## src/rtl/wb_arbiter.sv

```systemverilog
// rtl/wb_arbiter.sv - register-file writeback arbiter (pipeline port A, buffered port B); forwarding under WB_ARBITER_FWD_EN
module wb_arbiter #(
    parameter int B_DEPTH = 2
) (
    input  logic        clk,
    input  logic        rst_n,
    input  logic        a_valid,
    input  logic [4:0]  a_rd,
    input  logic [31:0] a_data,
    output logic        a_ready,
    input  logic        b_valid,
    input  logic [4:0]  b_rd,
    input  logic [31:0] b_data,
    output logic        b_ready,
    output logic        w_enable,
    output logic [4:0]  w_addr,
    output logic [31:0] w_data,
    output logic [31:0] busy_mask,
    input  logic [4:0]  q_addr,
    output logic        q_hit,
    output logic [31:0] q_data
);

    localparam int PW = (B_DEPTH > 1) ? $clog2(B_DEPTH) : 1;
    localparam int CW = $clog2(B_DEPTH + 1);

    logic [PW-1:0]      head;
    logic [PW-1:0]      tail;
    logic [CW-1:0]      count;
    logic [B_DEPTH-1:0] live;
    logic [B_DEPTH-1:0] live_nxt;
    logic [4:0]         buf_rd   [B_DEPTH];
    logic [31:0]        buf_data [B_DEPTH];

    logic        b_accept;
    logic        buf_empty;
    logic        do_pop;
    logic        do_bypass;
    logic        b_drop;
    logic        do_push;
    logic        issue_en;
    logic [4:0]  issue_rd;
    logic [31:0] issue_data;

    function automatic logic [PW-1:0] ptr_inc(input logic [PW-1:0] p);
        return (p == PW'(B_DEPTH - 1)) ? '0 : p + PW'(1);
    endfunction

    assign a_ready   = 1'b1;
    assign b_ready   = (count != CW'(B_DEPTH));
    assign b_accept  = b_valid && b_ready;
    assign buf_empty = (count == '0);
    assign do_pop    = !a_valid && !buf_empty;
    assign do_bypass = !a_valid && buf_empty && b_accept;
    // x0 writes and writes superseded by a same-cycle port-A write are swallowed
    assign b_drop    = (b_rd == 5'd0) || (a_valid && (a_rd == b_rd));
    assign do_push   = b_accept && !do_bypass && !b_drop;

    // Select the single write for this cycle: port A, else buffer head, else bypass
    always_comb begin
        issue_en   = 1'b0;
        issue_rd   = a_rd;
        issue_data = a_data;
        if (a_valid) begin
            issue_en = (a_rd != 5'd0);
        end else if (!buf_empty) begin
            issue_en   = live[head];
            issue_rd   = buf_rd[head];
            issue_data = buf_data[head];
        end else if (b_accept) begin
            issue_en   = (b_rd != 5'd0);
            issue_rd   = b_rd;
            issue_data = b_data;
        end
    end

    // Register-file write port; address/data hold when nothing is written
    always_ff @(posedge clk or negedge rst_n) begin
        if (!rst_n) begin
            w_enable <= 1'b0;
            w_addr   <= '0;
            w_data   <= '0;
        end else begin
            w_enable <= issue_en;
            if (issue_en) begin
                w_addr <= issue_rd;
                w_data <= issue_data;
            end
        end
    end

    // Live bits: port A kills older buffered writes to the same rd, pop frees, push claims
    always_comb begin
        live_nxt = live;
        for (int i = 0; i < B_DEPTH; i++) begin
            if (a_valid && (buf_rd[i] == a_rd)) live_nxt[i] = 1'b0;
        end
        if (do_pop)  live_nxt[head] = 1'b0;
        if (do_push) live_nxt[tail] = 1'b1;
    end

    // Buffer pointers, occupancy and live bits
    always_ff @(posedge clk or negedge rst_n) begin
        if (!rst_n) begin
            head  <= '0;
            tail  <= '0;
            count <= '0;
            live  <= '0;
        end else begin
            if (do_pop)  head <= ptr_inc(head);
            if (do_push) tail <= ptr_inc(tail);
            if (do_push && !do_pop)      count <= count + CW'(1);
            else if (do_pop && !do_push) count <= count - CW'(1);
            live <= live_nxt;
        end
    end

    // Payload storage; validity is carried by the live bits alone
    always_ff @(posedge clk) begin
        if (do_push) begin
            buf_rd[tail]   <= b_rd;
            buf_data[tail] <= b_data;
        end
    end

    // Scoreboard view of registers with a pending buffered write
    always_comb begin
        busy_mask = '0;
        for (int i = 0; i < B_DEPTH; i++) begin
            if (live[i]) busy_mask[buf_rd[i]] = 1'b1;
        end
    end

`ifdef WB_ARBITER_FWD_EN
    int fwd_slot;

    // Forwarding lookup: scan oldest to youngest so the youngest match wins, w_* overrides
    always_comb begin
        q_hit    = 1'b0;
        q_data   = '0;
        fwd_slot = 0;
        for (int i = 0; i < B_DEPTH; i++) begin
            fwd_slot = int'(head) + i;
            if (fwd_slot >= B_DEPTH) fwd_slot = fwd_slot - B_DEPTH;
            if (live[PW'(fwd_slot)] && (buf_rd[PW'(fwd_slot)] == q_addr)) begin
                q_hit  = 1'b1;
                q_data = buf_data[PW'(fwd_slot)];
            end
        end
        if (w_enable && (w_addr == q_addr)) begin
            q_hit  = 1'b1;
            q_data = w_data;
        end
        if (q_addr == 5'd0) begin
            q_hit  = 1'b0;
            q_data = '0;
        end
    end
`else
    logic unused_q_addr;

    // Forwarding disabled: query port is inert
    assign unused_q_addr = ^q_addr;
    assign q_hit         = 1'b0;
    assign q_data        = '0;
`endif

endmodule

```

## config.mk

```make
export PLATFORM = sky130hd
export DESIGN_NAME = wb_arbiter
export DESIGN_NICKNAME = d
export VERILOG_FILES = /design/src/rtl/wb_arbiter.sv
export SDC_FILE = /design/constraint.sdc
export NUM_CORES = 1
export LEC_CHECK = 0
export CAP_MARGIN = 20
export CORE_MARGIN = 5
export CORE_UTILIZATION = 52
export CTS_BUF_LIST = sky130_fd_sc_hd__clkbuf_4
export DETAILED_ROUTE_END_ITERATION = 8
export GPL_TIMING_DRIVEN = 0
export MAX_ROUTING_LAYER = met4
export PLACE_DENSITY_LB_ADDON = 0.05
export RECOVER_POWER = 25
export SYNTH_ARGS = -nofsm -noshare
export SYNTH_HDL_FRONTEND = slang
export SYNTH_SLANG_ARGS = --single-unit
export TNS_END_PERCENT = 30
```

## constraint.sdc

```tcl
create_clock -name clk -period 4.1 [get_ports clk]
set_clock_uncertainty 0.2 [all_clocks]
set_input_delay 0.41 -clock clk [delete_from_list [all_inputs] [get_ports clk]]
set_output_delay 0.41 -clock clk [all_outputs]
set_load 0.05 [all_outputs]
```

==> results.py <==
metrics = {
    "critical_path": {
        "r2r_slack_ns": 1.40,
        "slowest_stage": "clkdlybuf4s50_1",
        "arrival_ns": 2.77,
        "cp_cell_sequence": "clkbuf_1, or3b_2, o22ai_1, clkdlybuf4s50_1",
        "crit_type": "flip-flop to primary output",
        "crit_path_start": "buf_rd[0][3]",
        "rr_startpoint": "count[0]",
        "r2r_cells": 6,
        "path_buf_inv": 2,
        "startpoint_type": "flip-flop",
        "cpPeakStageDelay_ns": 0.84,
        "path_max_fanout": 10,
        "path_delay_family": "buffers and inverters",
        "timing.rr.end": "buf_data[1][30]",
        "crit_required_ns": 3.49,
        "end_kind": "primary output",
    },
    "grt": {
        "use_met1_pct": 30.38,
        "grt_max_degree": 31,
        "gr-usage-met2_pct": 36.19,
        "grt_overflow": 0,
        "grt_pass1_wl_um": 23450,
        "grt_pass1_vias": 4567,
        "use_met3_pct": 5.648,
        "track_usage_pct": 23.20,
        "busiest_layer": "met2",
        "antenna_found_initial": 1,
    },
    "power": {
        "p_clk_share_pct": 17.3,
        "p_seq_share_pct": 32.3,
        "internal_power_mw": 3.298,
        "switching_share_pct": 42.79,
        "p_sw_mw": 2.467,
        "power_density_nw_per_um2": 717.3,
        "power_leakage_nw": 3.317,
        "p_comb_share_pct": 50.4,
        "vdd_ir_drop_max_v": 0.0005208,
    },
    "floorplan": {
        "dieArea_um2": 13520,
        "initial_utilization_pct": 53.71,
        "core_um2": 10940,
        "fp-row-count": 38,
        "pin_count": 188,
        "die_w_um": 116.3,
        "die_y_um": 116.3,
    },
    "sta": {
        "slew_violations": 0,
        "max_slew_margin_pct": 4.321,
        "rsz0062_at_grt": "false",
        "tns_ns": 0,
        "hold_viol": 0,
        "setup_violations": 0,
        "fin_crit_sh_pct": 82.35,
        "fmax_mhz": 296.2,
        "fin_ws_ns": 0.7235,
        "fin_crit_ns": 3.377,
        "worst-slew-pin-transition_ns": 1.435,
    },
    "routing": {
        "wl_um": 14870,
        "drt_iter0_markers": 380,
        "first_pass_iters": 5,
        "ant_nets": 0,
        "wl_per_cell_um": 17.85,
        "vias": 4536,
        "viasPerCell": 5.445,
        "drc": 0,
    },
    "layout": {
        "layout_commonest_cell": "clkdlybuf4s50_1",
        "mostFrequentLayoutCells": "clkdlybuf4s50_1 (106), edfxtp_1 (74), mux2i_1 (63)",
        "fin_util_pct": 73.49,
        "syn_to_final_growth_pct": 36.83,
        "drive_above_1_share_pct": 13.01,
        "fin_nets": 763,
    },
    "clocking": {
        "cts_tree": "done",
        "cts_setup_buffers": 0,
        "cts_buffer_depth": 2,
        "path_clk_slew_ns": 0.10,
        "cts_root_buf": "clkbuf_4",
        "cts_made_buffers": 17,
        "postCtsResizedCells": 0,
        "cts_max_level": 4,
        "worstSkewPairLatency_ns": 0.52,
        "clock-sinks": 118,
    },
    "min_path": {
        "min_to": "w_addr[1]",
        "min_path_cells": 3,
        "hold_path_class": "primary input to flip-flop",
        "worstHoldStart": "a_rd[1]",
    },
    "synth": {
        "synth.yosys.seq_area_share_pct": 56.58,
        "netlist_area_um2": 5873,
        "ys_types": 37,
        "ys_ff_latch": 118,
        "ys_warn_count": 0,
        "syn_avg_cell_area_um2": 12.24,
        "syn-instance-count": 480,
        "synth_flop_cell": "edfxtp_1",
        "async_flop_share_pct": 37.29,
        "synth-edff-count": 74,
    },
    "place": {
        "hpwl_um": 10580,
        "port_buffers": 144,
        "gp_congestion": 0.8341,
        "pre_cts_slack_ns": 0.8623,
    },
    "flow_run": {
        "maxCapViolCount": 0,
    },
    "run_status": {
        "status": "completed",
    },
}
[worst reg2reg max path: cells and delay by family, from the launching register on]
family,cells,cell delay [ns]
AND/OR/NAND/NOR,2,0.80
buffers and inverters,2,0.42
AO/OA/AOI/OAI,2,0.65
flip-flops,1,0.33
[through the flow]
step	total power [mW]	hold slack [ns]	cells	area, µm²
3_5_place_dp	4.809	0.2482	799	7682
2_1_floorplan	3.882	-0.08559	512	5993
4_1_cts	5.813	0.1959	832	8035
5_1_grt	6.082	0.2749	833	8036
6_report	5.764	0.2655	833	8036
3_3_place_gp	4.711	0.2746	796	7610
[power groups by stage]
| stage | Sequential [mW] | Clock [mW] | Combinational [mW] |
|---|---|---|---|
| after floorplan | 2.53 | 0 | 1.35 |
| after global placement | 1.88 | 0 | 2.83 |
| after detailed placement | 1.89 | 0 | 2.92 |
| after CTS | 1.87 | 1.01 | 2.94 |
| after global routing | 1.91 | 1.07 | 3.09 |
| final | 1.86 | 0.996 | 2.91 |
[layer usage]
metal  routed length [µm]  vias up  share of wire (%)
li1                     -     2119                  -
met1                 6263     2199                 42
met2                 7167      206                 48
met3                 1290       12                8.7
met4                  144        0               0.97
met5                    0        -                  0
[registers in the layout, summed over array words and instances (netlist names)]
register  flops
tail          1
buf_data     64
w_data       32
w_enable      1
count         2
w_addr        5
buf_rd       10
live          2
head          1
[final cells by class]
cell class	count	area, µm²
Antenna cell	1	2.502
Clock buffer	18	135.1
Multi-Input combinational cell	291	2128
Tap cell	140	175.2
Inverter	34	127.6
Timing Repair Buffer	148	1520
Sequential cell	118	3323
Clock inverter	14	207.7
Buffer	69	416.7
Fill cell	785	2899
[worst max path at each step]
stage	slack, ns	to	cells after the start
floorplan	0.96	buf_data[1][0]	5
global placement	0.19	buf_data[0][17]	5
detailed placement	0.86	buf_data[1][23]	6
CTS	0.67	busy_mask[18]	4
global route	0.56	busy_mask[10]	4
finish	0.72	busy_mask[10]	4
[logic make-up (layout without fill, tap and decap cells)]
logic type | count (synthesis) | in the layout | share of synthesized area (%)
other cells | 2 | 35 | 0.1279
buf+inv | 103 | 283 | 9.267
xor+xnor | 19 | 19 | 2.833
simple gates | 80 | 80 | 6.988
mux | 75 | 75 | 13.04
flops | 118 | 118 | 56.58
compound gates | 82 | 82 | 10.95
fa+ha+maj | 1 | 1 | 0.2130
[cell usage after synthesis (all sizes together) (5+ instances only)]
master | number | area, µm²
nor2 | 5 | 18.77
clkbuf | 22 | 82.58
xnor2 | 5 | 43.79
nand3 | 6 | 30.03
xor2 | 14 | 122.6
dfrtp | 44 | 1101
o2bb2ai | 5 | 43.79
nand3b | 10 | 75.07
buf | 47 | 334.1
edfxtp | 74 | 2222
o221ai | 31 | 271.5
nand2 | 38 | 142.6
or3b | 5 | 43.79
mux2i | 63 | 630.6
inv | 34 | 127.6
a22oi | 6 | 45.04
o22ai | 33 | 206.5
mux2 | 12 | 135.1
[what timing repair did]
item	CTS	global route
setup endpoints to repair	0	0
hold endpoints to repair	22	0
hold buffers	1	0
(Power assumes the default switching activity.)
